<file path="config.mk">
export PLATFORM = sky130hd
export DESIGN_NAME = qed_dup_fifo
export DESIGN_NICKNAME = d
export VERILOG_FILES = /design/src/rtl/qed_dup_fifo.sv
export SDC_FILE = /design/constraint.sdc
export NUM_CORES = 1
export LEC_CHECK = 0
export CAP_MARGIN = 15
export CORE_AREA = 4 4 198 181
export DETAILED_ROUTE_END_ITERATION = 8
export DIE_AREA = 0 0 202 185
export PLACE_DENSITY = 0.66
export SLEW_MARGIN = 40
export SYNTH_ARGS = -nofsm -noshare
export SYNTH_HDL_FRONTEND = slang
export SYNTH_SLANG_ARGS = --single-unit
export TNS_END_PERCENT = 30
</file>
<file path="constraint.sdc">
create_clock -name clk -period 7.65 [get_ports clk]
set_clock_uncertainty 0.2 [all_clocks]
set_input_delay 1.1475 -clock clk [delete_from_list [all_inputs] [get_ports clk]]
set_output_delay 1.1475 -clock clk [all_outputs]
set_load 0.005 [all_outputs]
</file>
<file path="src/rtl/qed_dup_fifo.sv">
// QED duplicate-instruction queue: serves original fetches and queues their register-remapped
// duplicates. Define QED_ISSUE_CNT_EN to enable the issue counters.
module qed_dup_fifo #(
    parameter int unsigned DEPTH = 8
) (
    input  logic                       clk,
    input  logic                       rst,
    input  logic                       ena,
    input  logic [31:0]                instruction_in,
    input  logic                       exec_dup,
    input  logic                       inst_ren,
    input  logic [63:0]                inst_raddr,
    output logic [31:0]                instruction_out,
    output logic                       vld_out,
    output logic                       fifo_full,
    output logic                       fifo_empty,
    output logic [$clog2(DEPTH):0]     fifo_count,
    output logic [15:0]                num_orig_issued,
    output logic [15:0]                num_dup_issued
);

    localparam int unsigned AW = $clog2(DEPTH);
    localparam int unsigned CW = AW + 1;
    localparam logic [31:0] NOP = 32'h0000_0013;

    // Remap every used, nonzero register field into the upper register bank.
    function automatic logic [31:0] dup(input logic [31:0] w);
        logic [31:0] r;
        logic        use_rd;
        logic        use_rs1;
        logic        use_rs2;
        r       = w;
        use_rd  = 1'b0;
        use_rs1 = 1'b0;
        use_rs2 = 1'b0;
        case (w[6:0])
            7'b0110011, 7'b0111011: begin
                use_rd  = 1'b1;
                use_rs1 = 1'b1;
                use_rs2 = 1'b1;
            end
            7'b0010011, 7'b0011011, 7'b0000011, 7'b1100111: begin
                use_rd  = 1'b1;
                use_rs1 = 1'b1;
            end
            7'b0100011, 7'b1100011: begin
                use_rs1 = 1'b1;
                use_rs2 = 1'b1;
            end
            7'b0110111, 7'b0010111, 7'b1101111: begin
                use_rd = 1'b1;
            end
            default: ;
        endcase
        if (use_rd  && (w[11:7]  != 5'd0)) r[11] = 1'b1;
        if (use_rs1 && (w[19:15] != 5'd0)) r[19] = 1'b1;
        if (use_rs2 && (w[24:20] != 5'd0)) r[24] = 1'b1;
        return r;
    endfunction

    logic [31:0]   mem_q [DEPTH];
    logic [AW-1:0] wr_ptr_q, wr_ptr_d;
    logic [AW-1:0] rd_ptr_q, rd_ptr_d;
    logic [CW-1:0] count_q, count_d;
    logic          full_q, full_d;
    logic          empty_q, empty_d;
    logic [31:0]   out_q, out_d;
    logic          vld_q, vld_d;
    logic [63:0]   last_addr_q, last_addr_d;
    logic          last_vld_q, last_vld_d;

    logic fetch;
    logic refetch;
    logic new_fetch;
    logic push;
    logic pop;

    always_comb begin
        fetch     = ena & inst_ren;
        refetch   = fetch & last_vld_q & (inst_raddr == last_addr_q);
        new_fetch = fetch & ~refetch;
        push      = new_fetch & ~exec_dup & ~full_q;
        pop       = new_fetch & exec_dup & ~empty_q;
    end

    always_comb begin
        wr_ptr_d    = wr_ptr_q;
        rd_ptr_d    = rd_ptr_q;
        count_d     = count_q;
        out_d       = out_q;
        vld_d       = fetch;
        last_addr_d = last_addr_q;
        last_vld_d  = last_vld_q;

        if (new_fetch) begin
            last_addr_d = inst_raddr;
            last_vld_d  = 1'b1;
            out_d       = NOP;
        end
        if (push) begin
            out_d    = instruction_in;
            wr_ptr_d = wr_ptr_q + AW'(1);
            count_d  = count_q + CW'(1);
        end
        if (pop) begin
            out_d    = mem_q[rd_ptr_q];
            rd_ptr_d = rd_ptr_q + AW'(1);
            count_d  = count_q - CW'(1);
        end
        // A refetch replays the held word; out_d already defaults to it.

        full_d  = (count_d == CW'(DEPTH));
        empty_d = (count_d == CW'(0));
    end

    always_ff @(posedge clk) begin
        if (rst) begin
            wr_ptr_q    <= '0;
            rd_ptr_q    <= '0;
            count_q     <= '0;
            full_q      <= 1'b0;
            empty_q     <= 1'b1;
            out_q       <= NOP;
            vld_q       <= 1'b0;
            last_addr_q <= '0;
            last_vld_q  <= 1'b0;
        end else begin
            wr_ptr_q    <= wr_ptr_d;
            rd_ptr_q    <= rd_ptr_d;
            count_q     <= count_d;
            full_q      <= full_d;
            empty_q     <= empty_d;
            out_q       <= out_d;
            vld_q       <= vld_d;
            last_addr_q <= last_addr_d;
            last_vld_q  <= last_vld_d;
        end
    end

    // Storage needs no reset; the pointers define what is live.
    always_ff @(posedge clk) begin
        if (!rst && push) begin
            mem_q[wr_ptr_q] <= dup(instruction_in);
        end
    end

`ifdef QED_ISSUE_CNT_EN
    logic [15:0] orig_cnt_q;
    logic [15:0] dup_cnt_q;

    always_ff @(posedge clk) begin
        if (rst) begin
            orig_cnt_q <= '0;
            dup_cnt_q  <= '0;
        end else begin
            if (push) orig_cnt_q <= orig_cnt_q + 16'd1;
            if (pop)  dup_cnt_q  <= dup_cnt_q + 16'd1;
        end
    end

    assign num_orig_issued = orig_cnt_q;
    assign num_dup_issued  = dup_cnt_q;
`else
    assign num_orig_issued = 16'd0;
    assign num_dup_issued  = 16'd0;
`endif

    assign instruction_out = out_q;
    assign vld_out         = vld_q;
    assign fifo_full       = full_q;
    assign fifo_empty      = empty_q;
    assign fifo_count      = count_q;

endmodule

</file>
---- Yosys cells after proc, flatten, opt, wreduce, memory -nomap -nowiden ----
Memory sizes are Yosys's and may differ from the RTL's. A register that Yosys moved wholly into a read port is not among the register bits.
Cells that the tools add are included.
operators by class
  multiplexer cells ....................... 21
  bitwise operators ....................... 12
  equality and inequality tests ........... 13
  add/subtract/negate cells ............... 4
  reductions and logical operators ........ 13
operator list
  operator                                                               number
  32-bit two-way mux                                                     3
  64-bit equality test                                                   1
  7-bit by 6-bit equality test with 1-bit output, second input constant  4
  7-bit by 5-bit equality test with 1-bit output, second input constant  3
  7-bit equality test, second input constant                             3
  5-bit nonzero test                                                     3
  1-bit two-way mux                                                      14
  9-bit OR reduction                                                     1
  1-bit AND                                                              8
  4-bit two-way mux                                                      2
  8-bit OR reduction                                                     1
  7-bit by 2-bit equality test with 1-bit output, second input constant  1
  3-bit by 1-bit adder with 3-bit output, second input constant          2
  3-bit two-way mux                                                      2
  4-bit by 1-bit adder with 4-bit output, second input constant          1
  4-bit equality test, second input constant                             1
  1-bit logical AND                                                      4
  4-bit logical NOT                                                      1
  1-bit inverter                                                         4
  4-bit OR reduction                                                     1
  4-bit by 1-bit subtractor with 4-bit output, second input constant     1
  3-bit nonzero test                                                     1
  1-bit logical NOT                                                      1
word-level totals
  bits in writable memories ............... 256
  word-level logic and storage cells ...... 73
  memories ................................ 1
  output and inout bits ................... 71
  register bits ........................... 110
  input bits .............................. 101
memory list
  memory  words  bits a word  rd ports  clocked after memory_dff  wr ports  RTL line  text
  mem_q   8      32           1         1                         1         61        logic [31:0] mem_q [DEPTH];

---- Logic depth before layout (Yosys ltp) ----
  depth in word-level cells ............... 12
  depth in mapped cells ................... 10
  depth with buffers taken out ............ 7

---- Least setup slack after synthesis ----
Ideal clock, no wire load.
  path kind ............................... input to register
  start ................................... in inst_raddr[61]
  end ..................................... mem mem_q[0][0] (enable)
  library setup time ...................... 0.513 ns
  buffers on the path ..................... 2
  cell stages on the path ................. 9
  required time ........................... 6.937 ns
  path slack .............................. 1.093 ns
  data arrival time ....................... 5.845 ns
  cells stage by stage .................... nor2b_1 > a2111oi_2 > and3_1 > and4_1 > buf_4 > a21oi_2 > buf_2 > nand2_1 > nor4b_1
on the way
  cells in the longest elaborated chain, start to end .. 9
RTL lines
  item                                     RTL line  text
  start: declaration                       12        input logic [63:0] inst_raddr,
  64-bit equality test                     80        refetch = fetch & last_vld_q & (inst_raddr == last_addr_q);
  1-bit AND                                80
  1-bit inverter                           81        new_fetch = fetch & ~refetch;
  1-bit AND                                81
  1-bit AND (2 in a row)                   82        push = new_fetch & ~exec_dup & ~full_q;
  1-bit logical AND                        142       if (!rst && push) begin
  1-bit two-way mux                        142
  1-bit two-way mux (implied by the code)  143       mem_q[wr_ptr_q] <= dup(instruction_in);
  end: declaration                         61
No other way between the ends.

---- Final worst setup path ----
  start ................................... in inst_raddr[61]
  end ..................................... mem mem_q[5][28] (enable)
Same word-level chain as after synthesis.

==> metrics.yaml <==
status: "completed"
overflow: 0
grt_setup_unrepaired: "false"
routedWlPerCell_um: 20.4
critPathKind: "in -> reg"
drt_first_pass_iters: 5
placedCellCount: 1614
synth_top_cell_area_share: 0.511
fp.dieH_um: 185
port_buffers: 139
areaGrowthSynthToFinish_pct: 20.8
post_synth_instance_area_mm2: 0.0150
pwr_density_cell_mw_per_mm2: 240
layout.filler_cells: 2729
path_type_of_the_worst_min_delay_path: "reg -> reg"
antenna-diode-count: 0
clk_path_buf_depth: 3
static-leakage-power_nw: 5.82
ys.flop_type: "sky130_fd_sc_hd__edfxtp_1"
drv_slew: 0
register_bit_count_reported_by_yosys: 369
final_nets: 1299
min_period_ns: 4.25
place_ws_ns: 2.85
synth_edf_count: 256
number_of_antenna_violations_at_the_first_check_in_global_routing: 2
placed_cell_area_mm2: 0.0168
vdd.ir_drop.worst_mv: 0.197
post-route-cell-area_mm2: 0.0182
finish.utilization: 0.539
synth_common_cells: "sky130_fd_sc_hd__edfxtp_1 (256), sky130_fd_sc_hd__nand2_1 (145), sky130_fd_sc_hd__dfxtp_1 (113)"
drcViolationCount: 0
max-cap-violations: 0
hpwlAfterDp_um: 19900
cell_chosen_for_the_clock_root: "sky130_fd_sc_hd__clkbuf_16"
core_area_mm2: 0.0337
cts_setup_buffers: 0
hold_viol_final: 0
post_synth_main_area_contributors: "sky130_fd_sc_hd__edfxtp_1 (51%), sky130_fd_sc_hd__dfxtp_1 (15%), sky130_fd_sc_hd__mux4_2 (9.6%)"
grt_pass1_vias: 8954
wire_length_of_the_first_global_routing_pass_um: 52900
detailedRoute.firstIterationViolations: 845
synth.avg_cell_area_um2: 14.2
h-tree-depth: 2
post-route-worst-setup-slack_ns: 3.40
post_drt_antenna_nets: 0
worst-endpoint-arrival_ns: 4.19
timing.final.setup_violations: 0
finish.cell_count_without_fillers: 1682
yosys_top_cell_by_area: "sky130_fd_sc_hd__edfxtp_1"
die_area_mm2: 0.0374
boundaryPins: 172
tightestPinTransition_ns: 0.767
later_pin_clock_latency_in_the_skew_report_ns: 0.51
post-synth-top-count-cell: "sky130_fd_sc_hd__edfxtp_1"
tritoncts_clock_tree: "built"
critical_path.max_fanout: 25
drt-total-wl_um: 34300
setup-tns-final_ns: 0
gp_congestion: 0.788
asyncSetResetFlopFracSynth: 0
numCtsBuffers: 38
fp-row-count: 64
cts.hold.buffers_added: 0
detailroute.via_count: 8986
layout-drive-gt1-share: 0.152
routed_via_density: 5.34
chipWidth_um: 202
post_cts.resized_instances: 0
synth.yosys.seq_area_share: 0.662
timing.max_slew.rel_slack: 0.489
clock_sinks: 369
postSynthCellCount: 1060
global_route.usage.total: 0.181
synth.lib_cells_used.distinct: 49
clkTransAtPathRegs_ns: 0.06
setup.worst_path.start_class: "primary input"
cp-end-kind: "flop"
fmax_ghz: 0.235
synth_warnings: 0
finalCritPeriodShare: 0.555
largest_net_degree_at_the_start_of_global_routing: 99
worst-endpoint-required_ns: 7.59
initial_core_util: 0.446
==> state kept, by name (all words and copies together) (netlist names), named ones only <==
name,flops
mem_q,256
last_addr_q,64
wr_ptr_q,3
fifo_empty,1
vld_out,1
instruction_out,32
fifo_full,1
fifo_count,4
rd_ptr_q,3
last_vld_q,1
==> stage by stage <==
stage               power [mW]  hold slack, ns
floorplan                 2.40           0.236
global placement          2.54           0.244
detailed placement        2.54           0.252
CTS                       4.40           0.260
global route              4.52           0.284
finish                    4.35           0.259
==> worst max-delay path, stage by stage <==
cell	delay, ns
sky130_fd_sc_hd__clkdlybuf4s50_1	0.49
sky130_fd_sc_hd__nor2b_1	0.19
sky130_fd_sc_hd__a2111oi_2	0.06
sky130_fd_sc_hd__and3_1	0.19
sky130_fd_sc_hd__and4_1	0.30
sky130_fd_sc_hd__a211oi_1	0.58
sky130_fd_sc_hd__nand2_1	0.33
sky130_fd_sc_hd__nor2_4	0.39
sky130_fd_sc_hd__buf_4	0.48
==> area by class of cell <==
cell class | instances | area (µm²) | area share
inverter | 14 | 52.6 | 0.00289
multi-input combinational | 615 | 4740 | 0.261
timing repair buffer | 156 | 1580 | 0.0871
tap | 462 | 578 | 0.0318
sequential | 369 | 9960 | 0.548
clock buffer | 48 | 1040 | 0.0572
clock inverter | 18 | 213 | 0.0117
==> worst paths after layout <==
kind	from	endpoint	slack (ns)	cells after the start
max reg2reg	last_addr_q[30]	mem_q[5][28]	4.18	8
min reg2reg	last_addr_q[3]	last_addr_q[3]	0.26	2
min	last_addr_q[3]	last_addr_q[3]	0.26	2
max	inst_raddr[61]	mem_q[5][28]	3.40	9
==> cell families (layout without fill, tap and decap cells) <==
family | after synthesis | count (layout) | share of synthesized area
buf+inv | 107 | 236 | 0.0360
other cells | 1 | 32 | 0.000249
flops | 369 | 369 | 0.662
simple gates | 291 | 291 | 0.0861
compound gates | 139 | 139 | 0.0620
fa+ha+maj | 4 | 4 | 0.00333
mux | 97 | 97 | 0.120
xor+xnor | 52 | 52 | 0.0303
==> layout by cell type, fill, tap and decap left out, drive strengths merged, types with 9 or more instances in the layout <==
| cell type | count |
|---|---|
| nand2b | 18 |
| nand4 | 11 |
| nor4 | 10 |
| clkbuf | 49 |
| xnor2 | 49 |
| buf | 17 |
| clkdlybuf4s50 | 138 |
| a21oi | 71 |
| conb | 32 |
| nor2 | 46 |
| o21ai | 9 |
| dfxtp | 113 |
| clkinv | 11 |
| a221oi | 29 |
| nor3 | 36 |
| edfxtp | 256 |
| nand2 | 145 |
| mux2 | 32 |
| mux4 | 64 |
| inv | 15 |
==> where the power goes <==
part | internal [mW] | total (mW) | leakage (nW) | switching (mW)
clock | 1.13 | 1.85 | 0.609 | 0.726
combinational | 0.150 | 0.307 | 1.98 | 0.157
sequential | 2.17 | 2.19 | 3.23 | 0.0261
total | 3.44 | 4.35 | 5.82 | 0.909
==> metal layers <==
metal	share of wire	GRT usage	up-vias	wire length, µm
met2	0.48	0.292	271	16400
met1	0.44	0.261	4465	15200
met5	0.00079	0	-	27
met3	0.057	0.0291	51	1940
met4	0.021	0.0432	4	704
li1	-	-	4195	-
No activity file was read; power rests on OpenSTA's default activity.
